===== src/rtl/timer_pkg.sv =====
// Shared types and constants for the countdown timer.
// Latency: n/a (declarations only).
// Backpressure: n/a.
package timer_pkg;

    typedef enum logic [1:0] {
        IDLE  = 2'd0,
        RUN   = 2'd1,
        PAUSE = 2'd2,
        DONE  = 2'd3
    } timer_state_t;

    localparam logic [3:0] BCD_MAX      = 4'd9;
    localparam logic [3:0] SEC_TENS_MAX = 4'd5;

endpackage


===== src/rtl/bcd_down_digit.sv =====
// One BCD down-counting digit with a configurable wrap value; the instances chain by borrow.
// Latency: load and decrement are visible one cycle after they are sampled.
// Backpressure: none; dec_en is acted on in the cycle it is presented.
//
// Ports: clk, reset (sync, active-high), load/load_digit (clamped to max_value on capture),
//        dec_en (decrement this cycle), max_value (wrap target and clamp limit),
//        digit (current value), borrow_out (this digit wraps on the current decrement).
module bcd_down_digit (
    input  logic       clk,
    input  logic       reset,
    input  logic       load,
    input  logic [3:0] load_digit,
    input  logic       dec_en,
    input  logic [3:0] max_value,
    output logic [3:0] digit,
    output logic       borrow_out
);

    always_ff @(posedge clk) begin
        if (reset) begin
            digit <= 4'd0;
        end else if (load) begin
            // Out-of-range inputs are clamped so the segment decoder never sees an illegal code.
            digit <= (load_digit > max_value) ? max_value : load_digit;
        end else if (dec_en) begin
            digit <= (digit == 4'd0) ? max_value : digit - 4'd1;
        end
    end

    assign borrow_out = dec_en && (digit == 4'd0);

endmodule


===== src/rtl/bcd_countdown_core.sv =====
// MM:SS BCD countdown timer: FSM, one-second prescaler and four chained BCD digits.
// Latency: commands take effect at the next edge; decrements every TICK_DIV cycles in RUN.
// Backpressure: none; commands are level inputs resolved reset > load > stop > start.
//
// Ports: clk, reset (sync, active-high), load/load_value (BCD MM:SS), start, stop,
//        min_tens/min_ones/sec_tens/sec_ones (current BCD digits),
//        running (in RUN), expired (in DONE), done_pulse (one cycle on entry to DONE).
module bcd_countdown_core
    import timer_pkg::*;
#(
    parameter int TICK_DIV = 50_000_000
) (
    input  logic        clk,
    input  logic        reset,
    input  logic        load,
    input  logic [15:0] load_value,
    input  logic        start,
    input  logic        stop,
    output logic [3:0]  min_tens,
    output logic [3:0]  min_ones,
    output logic [3:0]  sec_tens,
    output logic [3:0]  sec_ones,
    output logic        running,
    output logic        expired,
    output logic        done_pulse
);

    localparam int            PW         = $clog2(TICK_DIV);
    localparam logic [PW-1:0] PRESC_LAST = PW'(TICK_DIV - 1);

    timer_state_t  state;
    timer_state_t  state_nxt;
    logic [PW-1:0] presc;
    logic          tick;
    logic          dec;
    logic          is_zero;
    logic          is_one;
    logic          b_so;
    logic          b_st;
    logic          b_mo;
    logic          borrow_unused;

    assign is_zero = ({min_tens, min_ones, sec_tens, sec_ones} == 16'h0000);
    assign is_one  = ({min_tens, min_ones, sec_tens, sec_ones} == 16'h0001);

    assign tick = (state == RUN) && (presc == PRESC_LAST);
    // load and stop both outrank the tick: the second is consumed but nothing decrements.
    assign dec  = tick && !load && !stop;

    // State register
    always_ff @(posedge clk) begin
        if (reset) begin
            state <= IDLE;
        end else begin
            state <= state_nxt;
        end
    end

    // Next-state logic
    always_comb begin
        state_nxt = state;
        if (load) begin
            state_nxt = IDLE;
        end else begin
            unique case (state)
                IDLE:    if (!stop && start && !is_zero) state_nxt = RUN;
                RUN: begin
                    if (stop)                 state_nxt = PAUSE;
                    else if (tick && is_one)  state_nxt = DONE;
                end
                PAUSE:   if (!stop && start)  state_nxt = RUN;
                DONE:    state_nxt = DONE;
                default: state_nxt = IDLE;
            endcase
        end
    end

    // Output decode
    always_comb begin
        running = (state == RUN);
        expired = (state == DONE);
    end

    // The prescaler counts every cycle spent in RUN, including the cycle in which stop is
    // sampled, so a resume only waits out the remainder of the interrupted second.
    always_ff @(posedge clk) begin
        if (reset || load || state == IDLE) begin
            presc <= '0;
        end else if (state == RUN) begin
            presc <= tick ? '0 : presc + 1'b1;
        end
    end

    always_ff @(posedge clk) begin
        if (reset) begin
            done_pulse <= 1'b0;
        end else begin
            done_pulse <= dec && is_one;
        end
    end

    bcd_down_digit u_sec_ones (
        .clk(clk), .reset(reset), .load(load), .load_digit(load_value[3:0]),
        .dec_en(dec), .max_value(BCD_MAX), .digit(sec_ones), .borrow_out(b_so)
    );

    bcd_down_digit u_sec_tens (
        .clk(clk), .reset(reset), .load(load), .load_digit(load_value[7:4]),
        .dec_en(b_so), .max_value(SEC_TENS_MAX), .digit(sec_tens), .borrow_out(b_st)
    );

    bcd_down_digit u_min_ones (
        .clk(clk), .reset(reset), .load(load), .load_digit(load_value[11:8]),
        .dec_en(b_st), .max_value(BCD_MAX), .digit(min_ones), .borrow_out(b_mo)
    );

    // min_tens never borrows: a decrement only happens while the value is non-zero.
    bcd_down_digit u_min_tens (
        .clk(clk), .reset(reset), .load(load), .load_digit(load_value[15:12]),
        .dec_en(b_mo), .max_value(BCD_MAX), .digit(min_tens), .borrow_out(borrow_unused)
    );

endmodule


===== config.mk =====
export PLATFORM = sky130hd
export DESIGN_NAME = bcd_countdown_core
export DESIGN_NICKNAME = d
export VERILOG_FILES = /design/src/rtl/timer_pkg.sv /design/src/rtl/bcd_down_digit.sv /design/src/rtl/bcd_countdown_core.sv
export SDC_FILE = /design/constraint.sdc
export NUM_CORES = 1
export LEC_CHECK = 0
export BUFFER_PORTS_ARGS = -buffer_cell sky130_fd_sc_hd__buf_2
export CORE_MARGIN = 2
export CORE_UTILIZATION = 50
export DETAILED_ROUTE_END_ITERATION = 10
export PLACE_DENSITY = 0.76
export SLEW_MARGIN = 25
export SYNTH_ARGS = -nofsm -noshare
export SYNTH_HDL_FRONTEND = slang
export SYNTH_SLANG_ARGS = --single-unit

===== constraint.sdc =====
create_clock -name clk -period 2.4 [get_ports clk]
set_input_delay 0.36 -clock clk [delete_from_list [all_inputs] [get_ports clk]]
set_output_delay 0.36 -clock clk [all_outputs]
set_load 0.05 [all_outputs]

==> flow_summary.yaml <==
outcome:
  status: "completed"
timing:
  fin_crit_sh: 0.939
  fmax_mhz: 444
  fin_crit_ns: 2.25
  clock_skew_ns: 0.00619
  relSlewSlack: 0.687
  rsz0062_at_grt: "false"
  setup_ws_ns: 0.146
  finalSetupViolations: 0
  slew_viol_final: 0
  hold_violations: 0
  worstMarginPinSlew_ns: 0.470
setup_path:
  critical_path_class: "register to register"
  reg2reg_depth: 6
  r2r_setup_slack_ns: 0.15
  critPathRequiredTime_ns: 2.61
  reg2reg_from: "presc[0]$_SDFFE_PP0N_"
  crit_fanout: 5
  r2r-end: "u_min_tens.digit[3]$_SDFFE_PP0P_"
  cp.arrival_ns: 2.47
  critPathLaunchType: "register"
  crit_path_end_kind: "register"
global_route:
  overflow: 0
  grt_usage: 0.220
  grt_pass1_wl_um: 9310
  antenna_found_initial: 0
  grt_pass1_vias: 2058
  grt_start_max_net_pins: 25
placed_design:
  hpwl_um: 4090
  gp_congestion: 0.820
  place_ws_ns: -0.0280
  place_area_sq_mm: 0.00275
  io_buffer_count: 39
floorplanning:
  pin_count: 40
  core_area_sq_mm: 0.00466
  row_count: 25
  die_w_um: 73.1
  initial_core_util: 0.512
  die_area_sq_mm: 0.00534
  die_y_um: 73.1
clock_tree:
  cts-root-buf: "clkbuf_8"
  clock_sinks: 45
  cts_tree: "yes"
  clk-insertion-delay-late_ns: 0.30
  ctsHtreeMaxLevel: 2
  holdBufCountCts: 0
  numCtsBuffers: 5
  cts_max_path_buffers: 2
  path_clk_slew_ns: 0.08
finish:
  multi_input_area_sq_mm: 0.00140
  area_delta_synth_final_pct: 19.7
  fin_nets: 369
  final_cell_mix: "nor2_1, dfxtp_1, buf_2"
  nFillCells: 398
  final_area_sq_mm: 0.00286
  layout-drive-gt1-share: 0.228
  register_area_sq_um: 905
  final_common_cell: "nor2_1"
  diodes: 0
synthesis:
  yosys_warnings: 0
  synth_top_area_cell: "dfxtp_1"
  synthesis.nets: 314
  syn_area_per_cell_sq_um: 8.17
  yosysUniqueCellTypes: 48
  synth_top_cell_area_share: 0.378
  syn_inst: 292
  synth_edf_count: 0
  ys_seq_elements: 45
  synth_ff_type: "dfxtp_1"
  syn_area_sq_mm: 0.00239
  async_reset_ff_frac: 0
  ys_seq_area_frac: 0.378
  synth_area_leaders: "dfxtp_1, xor2_1, nor2_1, nand4_1, nand2_1"
detailed_routing:
  drt-pass1-iter-count: 4
  wl_um: 5640
  ant_nets: 0
  viasPerCell: 5.72
  wl_per_cell_um: 14.1
  vias: 2294
  route.detailed.drc: 0
  drt_iter0_drc: 154
hold_path:
  hold_end: "u_min_tens.digit[2]$_SDFFE_PP0P_"
  hold_class: "input pin to register"
  min_path_cells: 3
  min-delay-start: "load_value[14]"
pwr:
  irDropWorstVdd_uv: 274
  power_density_mw_per_mm2: 503
  p_leak_uw: 0.00109
job:
  max_cap_viol_count: 0
## layer usage
metal | track usage | wire length [um] | vias up | share of wire
li1 | - | - | 1169 | -
met1 | 0.298 | 2730 | 1072 | 0.48
met2 | 0.345 | 2620 | 47 | 0.46
met3 | 0.0525 | 211 | 6 | 0.037
met4 | 0.0700 | 78 | 0 | 0.014
met5 | 0 | 0 | - | 0
## sequential cells by signal (all words and copies together), names as in the netlist
signal / flops
state: 2
u_sec_ones.digit: 4
presc: 26
u_min_ones.digit: 4
u_sec_tens.digit: 4
u_min_tens.digit: 4
done_pulse: 1
## report_power, final
part / switching, uW / internal, uW / total [uW] / leakage, uW
Sequential: 19.1 / 761 / 780 / 0.000367
Combinational: 123 / 61.1 / 184 / 0.000676
Clock: 243 / 229 / 472 / 0.0000443
## cell usage after synthesis (2+ instances only)
cell / instances
nand2b_1: 2
o211ai_1: 3
clkbuf_1: 10
o21ai_0: 8
a31oi_1: 4
buf_2: 2
nand4_1: 13
a211oi_1: 5
and4b_1: 2
o31ai_1: 2
or4_1: 5
xor2_1: 21
inv_1: 7
nor2b_1: 4
a311oi_1: 2
nand2_1: 21
and4_1: 4
xnor2_1: 7
nand3b_1: 3
mux2i_1: 3
and2_1: 2
nor4_1: 8
a21oi_1: 5
nor2_1: 45
nand3_1: 14
or3_1: 4
nand4b_1: 3
dfxtp_1: 45
and3_1: 6
nor3_1: 14
## worst max-delay path by stage
stage                                           startpoint                                to  slack [ns]  cells past startpoint
after global placement               presc[0]$_SDFFE_PP0N_  u_min_tens.digit[3]$_SDFFE_PP0P_        0.06                      6
after global routing                presc[10]$_SDFFE_PP0N_  u_min_tens.digit[3]$_SDFFE_PP0P_       0.006                      5
after floorplan           u_sec_ones.digit[0]$_SDFFE_PP0P_  u_min_tens.digit[3]$_SDFFE_PP0P_        0.05                      6
after detailed placement             presc[0]$_SDFFE_PP0N_  u_min_tens.digit[3]$_SDFFE_PP0P_       -0.03                      6
final                                presc[0]$_SDFFE_PP0N_  u_min_tens.digit[3]$_SDFFE_PP0P_        0.15                      6
after CTS                            presc[0]$_SDFFE_PP0N_  u_min_tens.digit[3]$_SDFFE_PP0P_        0.03                      6
## final cells by class
type,instances,share of cell area
Clock buffer,7,0.0302
Tap cell,54,0.0237
Inverter,7,0.00920
Sequential cell,45,0.317
Multi-Input combinational cell,226,0.491
Timing Repair Buffer,62,0.129
## repair_timing
action                                  in CTS  in global routing
pin swaps                                    0                  2
endpoints found under the setup margin       1                  2
gates resized for setup                      1                  4
setup buffers                                0                  1
## per-stage QoR
step	util	std cells	hold slack, ns	TNS, ns	total power (uW)
after global placement	0.590	393	0.455	0	978
after global routing	0.613	401	0.286	0	1490
final	0.613	401	0.271	0	1440
after floorplan	-	292	0.439	0	917
after CTS	0.609	400	0.270	0	1450
after detailed placement	0.590	393	0.465	-0.0280	980
## cell families (layout without fill, tap and decap cells)
kind of cell / Yosys count / count (layout) / synth area share
buffers and inverters: 21 / 76 / 0.0388
xor gates and xnor gates: 28 / 28 / 0.103
muxes: 3 / 3 / 0.0126
and+or+nand+nor: 155 / 155 / 0.348
adders and majority gates: 1 / 1 / 0.00524
DFF: 45 / 45 / 0.378
AOI/OAI and AO/OA: 39 / 39 / 0.115
## worst max-delay path, stage by stage, from the launching register on
cell,delay [ns]
dfxtp_2,0.35
ha_2,0.18
nand4b_1,0.12
or3_4,0.39
or4_4,0.46
or4_1,0.42
a311oi_1,0.26
Power figures use the tool's default switching activity.
